File: src/rtl/fir_mac_engine_pkg.sv
// fir_pkg: shared constants, FSM state type and output-scaling helpers for
// the 64-tap FIR multiply-accumulate engine.
// Optional feature macro: FIR_MAC_SAT_EN (narrow() saturates instead of wraps).
package fir_pkg;

    localparam int DATA_WIDTH = 16;
    localparam int DEPTH      = 64;
    localparam int TAP_WIDTH  = $clog2(DEPTH);
    localparam int ACC_WIDTH  = 2*DATA_WIDTH + TAP_WIDTH;
    localparam int SHIFT      = 15;
    localparam int OUT_WIDTH  = 16;

    typedef enum logic [1:0] {IDLE, FETCH, DRAIN, OUT} mac_state_t;

    localparam logic signed [ACC_WIDTH-1:0] ROUND_BIAS = ACC_WIDTH'(2**(SHIFT-1));
    localparam logic signed [ACC_WIDTH-1:0] OUT_MAX    = ACC_WIDTH'(2**(OUT_WIDTH-1)-1);
    localparam logic signed [ACC_WIDTH-1:0] OUT_MIN    = ~OUT_MAX;

    // Round half up, then arithmetic shift down to the output scale.
    function automatic logic signed [ACC_WIDTH-1:0] round_shift(
        input logic signed [ACC_WIDTH-1:0] acc
    );
        logic signed [ACC_WIDTH-1:0] biased;
        biased = acc + ROUND_BIAS;
        return biased >>> SHIFT;
    endfunction

    function automatic logic signed [OUT_WIDTH-1:0] narrow(
        input logic signed [ACC_WIDTH-1:0] v
    );
`ifdef FIR_MAC_SAT_EN
        if (v > OUT_MAX)
            return OUT_WIDTH'(OUT_MAX);
        else if (v < OUT_MIN)
            return OUT_WIDTH'(OUT_MIN);
        else
            return OUT_WIDTH'(v);
`else
        return OUT_WIDTH'(v);
`endif
    endfunction

endpackage

File: src/rtl/fir_mac_engine_if.sv
// fir_mac_engine_if: groups the sample stream, coefficient-memory bus and
// status outputs of fir_mac_engine.
//   slave  : engine side (consumes din/coef, produces din_ready/rd_en/dout/status)
//   master : environment side (sample source, coefficient memory, sink)
interface fir_mac_engine_if;
    import fir_pkg::*;

    logic signed [DATA_WIDTH-1:0] din;
    logic                         din_valid;
    logic                         din_ready;
    logic                         rd_en;
    logic signed [DATA_WIDTH-1:0] coef_in;
    logic                         coef_done;
    logic signed [OUT_WIDTH-1:0]  dout;
    logic                         dout_valid;
    logic                         busy;
    logic                         coef_sync_err;

    modport slave (
        input  din, din_valid, coef_in, coef_done,
        output din_ready, rd_en, dout, dout_valid, busy, coef_sync_err
    );

    modport master (
        output din, din_valid, coef_in, coef_done,
        input  din_ready, rd_en, dout, dout_valid, busy, coef_sync_err
    );
endinterface

File: src/rtl/fir_mac_engine_sample_hist.sv
// fir_sample_hist: DEPTH-entry circular sample history.
// Ports:
//   clk, rstn   clock, async active-low reset (clears all entries)
//   wr_en       write wr_data into entry wr_addr
//   wr_addr     write address
//   wr_data     sample to store
//   rd_addr     tap read address
//   rd_data     registered read of entry rd_addr (one cycle latency)
module fir_sample_hist
    import fir_pkg::*;
(
    input  logic                         clk,
    input  logic                         rstn,
    input  logic                         wr_en,
    input  logic [TAP_WIDTH-1:0]         wr_addr,
    input  logic signed [DATA_WIDTH-1:0] wr_data,
    input  logic [TAP_WIDTH-1:0]         rd_addr,
    output logic signed [DATA_WIDTH-1:0] rd_data
);

    logic signed [DATA_WIDTH-1:0] mem [DEPTH];

    always_ff @(posedge clk or negedge rstn) begin
        if (!rstn) begin
            for (int i = 0; i < DEPTH; i++)
                mem[i] <= '0;
        end else if (wr_en) begin
            mem[wr_addr] <= wr_data;
        end
    end

    always_ff @(posedge clk or negedge rstn) begin
        if (!rstn)
            rd_data <= '0;
        else
            rd_data <= mem[rd_addr];
    end

endmodule

File: src/rtl/fir_mac_engine.sv
// fir_mac_engine: per accepted sample, streams DEPTH coefficients out of the
// coefficient memory, multiply-accumulates them against the sample history
// and emits one rounded, narrowed output.
// Optional feature macro: FIR_MAC_SAT_EN (saturate output instead of wrap).
// Ports:
//   clk    clock
//   rstn   async active-low reset
//   mac    fir_mac_engine_if.slave: din/din_valid/din_ready, rd_en,
//          coef_in/coef_done, dout/dout_valid, busy, coef_sync_err
//
// state | meaning
// IDLE  | waiting for a sample, din_ready high
// FETCH | rd_en high for DEPTH cycles, taps 0..DEPTH-1 addressed
// DRAIN | last coefficient arrives, final accumulate, dout loaded
// OUT   | dout_valid pulse, write pointer advances
module fir_mac_engine
    import fir_pkg::*;
(
    input logic              clk,
    input logic              rstn,
    fir_mac_engine_if.slave  mac
);

    localparam logic [TAP_WIDTH-1:0] TAP_LAST = TAP_WIDTH'(DEPTH-1);

    mac_state_t                    state, state_nxt;
    logic [TAP_WIDTH-1:0]          wp;
    logic [TAP_WIDTH-1:0]          tap;
    logic signed [ACC_WIDTH-1:0]   acc;
    logic signed [ACC_WIDTH-1:0]   acc_sum;
    logic signed [2*DATA_WIDTH-1:0] product;
    logic signed [DATA_WIDTH-1:0]  x_tap;
    logic signed [OUT_WIDTH-1:0]   dout_r;
    logic                          mac_en;
    logic                          last_tap;
    logic                          sync_err;
    logic                          accept;
    logic                          din_ready_c, rd_en_c, dout_valid_c, busy_c;

    always_ff @(posedge clk or negedge rstn) begin
        if (!rstn)
            state <= IDLE;
        else
            state <= state_nxt;
    end

    always_comb begin
        state_nxt    = state;
        din_ready_c  = 1'b0;
        rd_en_c      = 1'b0;
        dout_valid_c = 1'b0;
        busy_c       = 1'b1;
        case (state)
            IDLE: begin
                din_ready_c = 1'b1;
                busy_c      = 1'b0;
                if (mac.din_valid)
                    state_nxt = FETCH;
            end
            FETCH: begin
                rd_en_c = 1'b1;
                if (tap == TAP_LAST)
                    state_nxt = DRAIN;
            end
            DRAIN: state_nxt = OUT;
            OUT: begin
                dout_valid_c = 1'b1;
                state_nxt    = IDLE;
            end
            default: state_nxt = IDLE;
        endcase
    end

    assign accept = (state == IDLE) && mac.din_valid;

    fir_sample_hist u_hist (
        .clk     (clk),
        .rstn    (rstn),
        .wr_en   (accept),
        .wr_addr (wp),
        .wr_data (mac.din),
        .rd_addr (wp - tap),
        .rd_data (x_tap)
    );

    assign product = mac.coef_in * x_tap;
    assign acc_sum = acc + ACC_WIDTH'(product);

    always_ff @(posedge clk or negedge rstn) begin
        if (!rstn) begin
            wp       <= '0;
            tap      <= '0;
            acc      <= '0;
            mac_en   <= 1'b0;
            last_tap <= 1'b0;
            dout_r   <= '0;
            sync_err <= 1'b0;
        end else begin
            // Coefficient data lags rd_en by one cycle; mac_en/last_tap
            // track which cycle carries c[i] and whether it is c[DEPTH-1].
            mac_en   <= rd_en_c;
            last_tap <= (state == FETCH) && (tap == TAP_LAST);

            if (accept)
                tap <= '0;
            else if (state == FETCH)
                tap <= tap + TAP_WIDTH'(1);

            if (state == OUT)
                wp <= wp + TAP_WIDTH'(1);

            if (accept)
                acc <= '0;
            else if (mac_en)
                acc <= acc_sum;

            // DRAIN carries the final product, so dout uses the combined sum.
            if (state == DRAIN)
                dout_r <= narrow(round_shift(acc_sum));

            if (mac_en && (mac.coef_done != last_tap))
                sync_err <= 1'b1;
        end
    end

    assign mac.din_ready     = din_ready_c;
    assign mac.rd_en         = rd_en_c;
    assign mac.dout_valid    = dout_valid_c;
    assign mac.busy          = busy_c;
    assign mac.dout          = dout_r;
    assign mac.coef_sync_err = sync_err;

endmodule

File: src/flat_wrapper.sv
// flat-port wrapper written by rule: the top's interface ports become plain ports
module fir_mac_engine_flat import fir_pkg::*;
  (clk, rstn, mac_din, mac_din_valid, mac_coef_in, mac_coef_done, mac_din_ready, mac_rd_en, mac_dout, mac_dout_valid, mac_busy, mac_coef_sync_err);
  fir_mac_engine_if mac_i ();
  input logic clk;
  input logic rstn;
  input wire logic [$bits(mac_i.din)-1:0] mac_din;
  input wire logic [$bits(mac_i.din_valid)-1:0] mac_din_valid;
  input wire logic [$bits(mac_i.coef_in)-1:0] mac_coef_in;
  input wire logic [$bits(mac_i.coef_done)-1:0] mac_coef_done;
  output wire logic [$bits(mac_i.din_ready)-1:0] mac_din_ready;
  output wire logic [$bits(mac_i.rd_en)-1:0] mac_rd_en;
  output wire logic [$bits(mac_i.dout)-1:0] mac_dout;
  output wire logic [$bits(mac_i.dout_valid)-1:0] mac_dout_valid;
  output wire logic [$bits(mac_i.busy)-1:0] mac_busy;
  output wire logic [$bits(mac_i.coef_sync_err)-1:0] mac_coef_sync_err;
  assign mac_i.din = mac_din;
  assign mac_i.din_valid = mac_din_valid;
  assign mac_i.coef_in = mac_coef_in;
  assign mac_i.coef_done = mac_coef_done;
  assign mac_din_ready = mac_i.din_ready;
  assign mac_rd_en = mac_i.rd_en;
  assign mac_dout = mac_i.dout;
  assign mac_dout_valid = mac_i.dout_valid;
  assign mac_busy = mac_i.busy;
  assign mac_coef_sync_err = mac_i.coef_sync_err;
  fir_mac_engine u_core (.clk(clk), .rstn(rstn), .mac(mac_i));
endmodule
File: config.mk
export PLATFORM = sky130hd
export DESIGN_NAME = fir_mac_engine_flat
export DESIGN_NICKNAME = d
export VERILOG_FILES = /design/src/rtl/fir_mac_engine_pkg.sv /design/src/rtl/fir_mac_engine_if.sv /design/src/rtl/fir_mac_engine_sample_hist.sv /design/src/rtl/fir_mac_engine.sv /design/src/flat_wrapper.sv
export SDC_FILE = /design/constraint.sdc
export NUM_CORES = 2
export LEC_CHECK = 0
export CORE_ASPECT_RATIO = 0.6
export CORE_MARGIN = 5
export CORE_UTILIZATION = 45
export CTS_BUF_LIST = sky130_fd_sc_hd__clkbuf_4 sky130_fd_sc_hd__clkbuf_8 sky130_fd_sc_hd__clkbuf_16
export DETAILED_ROUTE_END_ITERATION = 8
export PLACE_DENSITY_LB_ADDON = 0.2
export SLEW_MARGIN = 20
export SYNTH_ARGS = -nofsm -noshare
export SYNTH_HDL_FRONTEND = slang
export SYNTH_SLANG_ARGS = --single-unit
File: constraint.sdc
create_clock -name clk -period 6.9 [get_ports clk]
set_clock_uncertainty 0.1 [all_clocks]
set_input_delay 0.69 -clock clk [delete_from_list [all_inputs] [get_ports clk]]
set_output_delay 0.69 -clock clk [all_outputs]
set_load 0.01 [all_outputs]
== Word-level counts from Yosys, hierarchy flattened ==
Cells that the tools add are included.
Widths: inputs -> output; s select.

* Register bits after elaboration: 1111
* Latch bits: 0
* Memory bits (writable): 0
* Bits in read-only memories: 0
* Bits of input ports: 36
* Output and inout port bits: 21
* Word-level logic and storage cells: 116
* Memories kept: 0

* $add $sub $neg: 5
* Multipliers: 1
* Div/mod/pow operators: 0
* $lt $le $gt $ge: 3
* Equal/unequal tests: 7
* Shifts and indexed selects: 0
* Muxes and demuxes: 17
* Bitwise gates (word level): 2
* Reductions and logical operators: 8

{| class="wikitable"
|+ Operator list
! cell !! count
|-
| $bwmux 1024 || 1
|-
| $bmux 16 s6 || 1
|-
| $demux 16 s6 || 1
|-
| $mux 38 || 2
|-
| $mux 16 || 3
|-
| $add 38x32->38 || 1
|-
| $mul 16x16->32 || 1
|-
| $add 31x16->31 const B || 1
|-
| $ge 7x7->1 const B || 2
|-
| $not 6->7 || 2
|-
| $add 6x1->6 const B || 2
|-
| $mux 6 || 2
|-
| $pmux 2 s4 || 1
|-
| $lt 7x1->1 const B || 1
|-
| $eq 6x6->1 const B || 1
|-
| $sub 6x6->6 || 1
|-
| $eq 2x2->1 const B || 2
|-
| $logic_and 1x1->1 || 4
|-
| $mux 1 || 4
|-
| $mux 2 || 2
|-
| $ne 2x2->1 const B || 2
|-
| $reduce_bool 2->1 || 2
|-
| $eq 2x1->1 const B || 1
|-
| $logic_not 2->1 || 1
|-
| other kinds (2) || 2
|}

== Longest topological paths before layout ==
* Depth after elaboration: 6
* Gate-level depth with buffers: 26
* Depth with buffers taken out: 24

== Hierarchy ==
Synthesis repeated with hierarchy kept, for this count alone.

* Cells, all modules: 4488
* Area total of the unflattened synthesis: 61041.0 µm²

{| class="wikitable"
|+ Modules (own cells, without submodules)
! module !! instances !! cells each !! area an instance (µm²) !! sequential area each (µm²)
|-
| fir_sample_hist || 1 || 3018 || 47111.4 || 26025.0
|-
| fir_mac_engine || 1 || 1470 || 13929.6 || 1601.5
|}

== Worst setup path after synthesis ==
No wires, ideal clock.

* Path type: input port to flip-flop
* From: input mac_coef_in[15]
* To: register u_core.dout_r[14], in the netlist u_core.mac.dout[14]
* Library setup time: 0.082 ns
* Arrival time: 6.817 ns
* Required time: 6.718 ns
* Path slack: -0.099 ns
* Cell stages on the path: 21
* Buffers on the path: 2
* Cell sequence: clkbuf_1 -> nand2_1 -> inv_1 -> fa_1 -> fa_1 -> fa_1 -> fa_1 -> fa_1 -> inv_1 -> fa_1 -> inv_1 -> ha_1 -> buf_4 -> and2_1 -> a41o_1 -> or3_1 -> o21a_1 -> xor2_1 -> nand4_1 -> or4_1 -> a31oi_1

* Cells in the longest elaborated chain, start to end: 3

{| class="wikitable"
|+ RTL lines
! item !! RTL line !! RTL
|-
| start, declared || flat_wrapper.sv:9 || <nowiki>input wire logic [$bits(mac_i.coef_in)-1:0] mac_coef_in;</nowiki>
|-
| $mul 16x16->32 || fir_mac_engine.sv:86 || <nowiki>assign product = mac.coef_in * x_tap;</nowiki>
|-
| $add 38x32->38 || fir_mac_engine.sv:87 || <nowiki>assign acc_sum = acc + ACC_WIDTH'(product);</nowiki>
|-
| $add 31x16->31 || fir_mac_engine_pkg.sv:24 || <nowiki>biased = acc + ROUND_BIAS;</nowiki>
|-
| end signal, assigned || fir_mac_engine.sv:119 || <nowiki>dout_r <= narrow(round_shift(acc_sum));</nowiki>
|-
| end, declared || fir_mac_engine.sv:33 || <nowiki>logic signed [OUT_WIDTH-1:0] dout_r;</nowiki>
|}

No other way between the ends.
A chain may end at the register's enable or synchronous reset.

== Worst setup path after layout ==
* From: input mac_coef_in[6]
* To: register u_core.dout_r[14], in the netlist u_core.mac.dout[14]

The elaborated chain is that of the path after synthesis.

==> flow_summary_export.csv <==
group,metric,value,unit
setup_path,crit_start,"mac_coef_in[6]",
synthesis,ys_seq_area_frac,0.456,
synthesis,netlist_area,60600,um2
setup_path,worst-r2r-cell-count,22,
clock_tree,clock_path_buffers,3,
layout,nNetsFinal,4851,
timing,maxSlewViolCount,0,
route,viasPerCell,5.65,
route,drc,0,
synthesis,synth_area_leaders,"dfrtp_1, mux2_2, mux4_2, fa_1, ha_1",
placement,placed_cells,6110,
floorplan,core,134000,um2
clock_tree,clock_sinks,1104,
setup_path,cp_data_required_time,7.42,ns
timing,rsz0062_at_grt,"yes",
clock_tree,clock_latency,0.70,ns
layout,drive_gt1_frac,0.441,
floorplan,fp-row-count,104,
synthesis,yosys_warnings,0,
synthesis,syn-mean-instance-area,14.2,um2
layout,final_area,68700,um2
hold_path,worstHoldStart,"u_core.mac.coef_sync_err$_DFFE_PN0P_",
layout,layout_commonest_cell,"dfrtp_1",
floorplan,dieWidth,484,um
setup_path,end_kind,"flop",
placement,hpwlAfterDp,101000,um
timing,tightestPinTransition,1.16,ns
hold_path,holdPathStages,1,
timing,setup_tns,0,ns
synthesis,syn_nets,4710,
setup_path,crit_type,"in -> reg",
setup_path,path_max_fanout,7,
floorplan,dieArea,142000,um2
global_routing,gr-total-overflow,0,
route,drt_iter0_markers,2816,
floorplan,io_pins,57,
layout,final_core_util,0.513,
run_status,status,"finished clean",
layout,stdcell_count,6309,
global_routing,grt_pass1_vias,37700,
placement,placed_cell_area,64700,um2
placement,io_buffers,56,
synthesis,yosysUniqueCellTypes,82,
timing,fmaxAchievable,0.147,GHz
global_routing,grt_max_degree,161,
synthesis,synth_top_area_share,0.456,
global_routing,grt_antenna_before_repair,3,
timing,slew_headroom,0.224,
setup_path,startpoint_type,"input port",
layout,area_growth,13.4,%
setup_path,reg2reg_from,"u_core.u_hist.rd_data[1]$_DFF_PN0_",
synthesis,synthFlopType,"dfrtp_1",
clock_tree,cts_tree,"built",
synthesis,synth-seq-cells,1104,
layout,mostFrequentLayoutCells,"dfrtp_1, mux2_2, inv_1",
timing,period_needed,6.82,ns
synthesis,synth_edf_count,0,
setup_path,crit_arrival,7.34,ns
floorplan,start_util,0.452,
clock_tree,numCtsBuffers,104,
timing,setup_violations,0,
clock_tree,clkSlewWorstSetupHoldPaths,0.07,ns
route,post_drt_wl_per_cell,24.7,um
clock_tree,htree_levels,3,
route,vias,35700,
route,drt-pass1-iter-count,6,
placement,finalWeightedCongestion,0.856,
hold_path,hp-class,"reg -> reg",
synthesis,yosys.area.top_type,"dfrtp_1",
clock_tree,root_buffer,"clkbuf_16",
run,maxCapViolations,0,
global_routing,grt_pass1_wl,244000,um
synthesis,async_flop_share,1.00,
synthesis,syn_inst,4281,
timing,period_share,0.988,
global_routing,grt_usage,0.224,
timing,hold_viol,0,
floorplan,die_height,294,um
route,routed_wl,156000,um
route,antenna_left,0,
-- synthesized netlist by cell type, types with 7 or more instances --
library cell and n:
xor2_1 14, o21ai_0 11, mux4_2 320, a21o_1 8, dfrtp_1 1104, buf_2 7
nand4_1 11, and2_1 127, a21oi_1 57, nand2_1 184, nor2_1 110, or3_1 7
mux2i_1 44, nor3_1 10, clkbuf_1 263, nand3_1 13, mux2_2 1028, buf_1 40
fa_1 286, a211oi_1 23, xnor2_1 47, inv_1 334, nor2b_1 24, ha_1 107
nand2b_1 9
-- what timing repair did --
action | 4_1_cts | 5_1_grt
hold buffers | 1 | 0
setup buffers | 1 | 6
pin swaps | 0 | 35
endpoints found under the setup margin | 4 | 13
hold endpoints to repair | 73 | 0
resized for setup | 14 | 73
-- layer usage --
layer	up-vias	track usage	part of all wire
met3	149	0.0435	0.068
li1	15300	-	-
met2	916	0.305	0.40
met5	-	0	0
met4	0	0.0431	0.016
met1	19300	0.371	0.51
-- registers in the layout (all words and copies together) (netlist names) --
signal and count:
u_core.acc 31, u_core.last_tap 1, u_core.mac.coef_sync_err 1, u_core.mac.dout 16, u_core.mac_en 1, u_core.state 2
u_core.tap 6, u_core.u_hist.mem 1024, u_core.u_hist.rd_data 16, u_core.wp 6
-- cell families (layout without fill, tap and decap cells) --
logic type	count (synthesis)	count (layout)	synth area share
and+or+nand+nor	532	532	0.0430
other	0	3	0
adders and majority gates	393	393	0.117
AOI/OAI and AO/OA	148	148	0.0172
xor gates and xnor gates	62	62	0.00909
muxes	1392	1392	0.317
buffers and inverters	650	873	0.0408
DFF	1104	1104	0.456
-- critical path: stages --
cell and delay [ns]:
clkdlybuf4s50_1 0.45, buf_4 0.17, buf_6 0.15, nand2_1 0.08
fa_1 0.55, inv_1 0.06, fa_1 0.57, fa_1 0.44
fa_1 0.47, fa_1 0.49, inv_1 0.05, fa_1 0.47
inv_1 0.04, ha_1 0.30, buf_4 0.16, a221o_1 0.36
nor2_4 0.22, a21boi_2 0.11, xor2_1 0.19, nand4_1 0.25
or3_4 0.48, or4_4 0.42, a31oi_1 0.17
-- metrics by stage --
stage	setup slack, ns	hold slack (ns)
after global routing	-0.121	0.384
after floorplan	0.0154	0.294
final	0.0847	0.359
after global placement	-0.821	0.341
after CTS	0.00348	0.364
after detailed placement	-0.881	0.348
-- cell type report --
cell class                      count  area [um2]
Clock inverter                     39         443
Antenna cell                        3        7.51
Fill cell                       11300       65200
Sequential cell                  1104       27600
Multi-Input combinational cell   2527       31000
Timing Repair Buffer              349        2960
Clock buffer                      149        3120
Inverter                          336        1260
Tap cell                         1802        2250
-- path summary, 6_finish.rpt --
check / end / slack (ns)
max reg2reg: u_core.mac.dout[14]$_DFFE_PN0P_ / 0.09
max: u_core.mac.dout[14]$_DFFE_PN0P_ / 0.08
min reg2reg: u_core.mac.coef_sync_err$_DFFE_PN0P_ / 0.36
min in group asynchronous: u_core.u_hist.mem[630]$_DFFE_PN0P_ / 0.53
min: u_core.mac.coef_sync_err$_DFFE_PN0P_ / 0.36
max in group asynchronous: u_core.u_hist.mem[938]$_DFFE_PN0P_ / 4.52
Power is left out: the tool's default activity adds up to more than one toggle a clock period on the data nets, which glitch-free logic cannot reach.
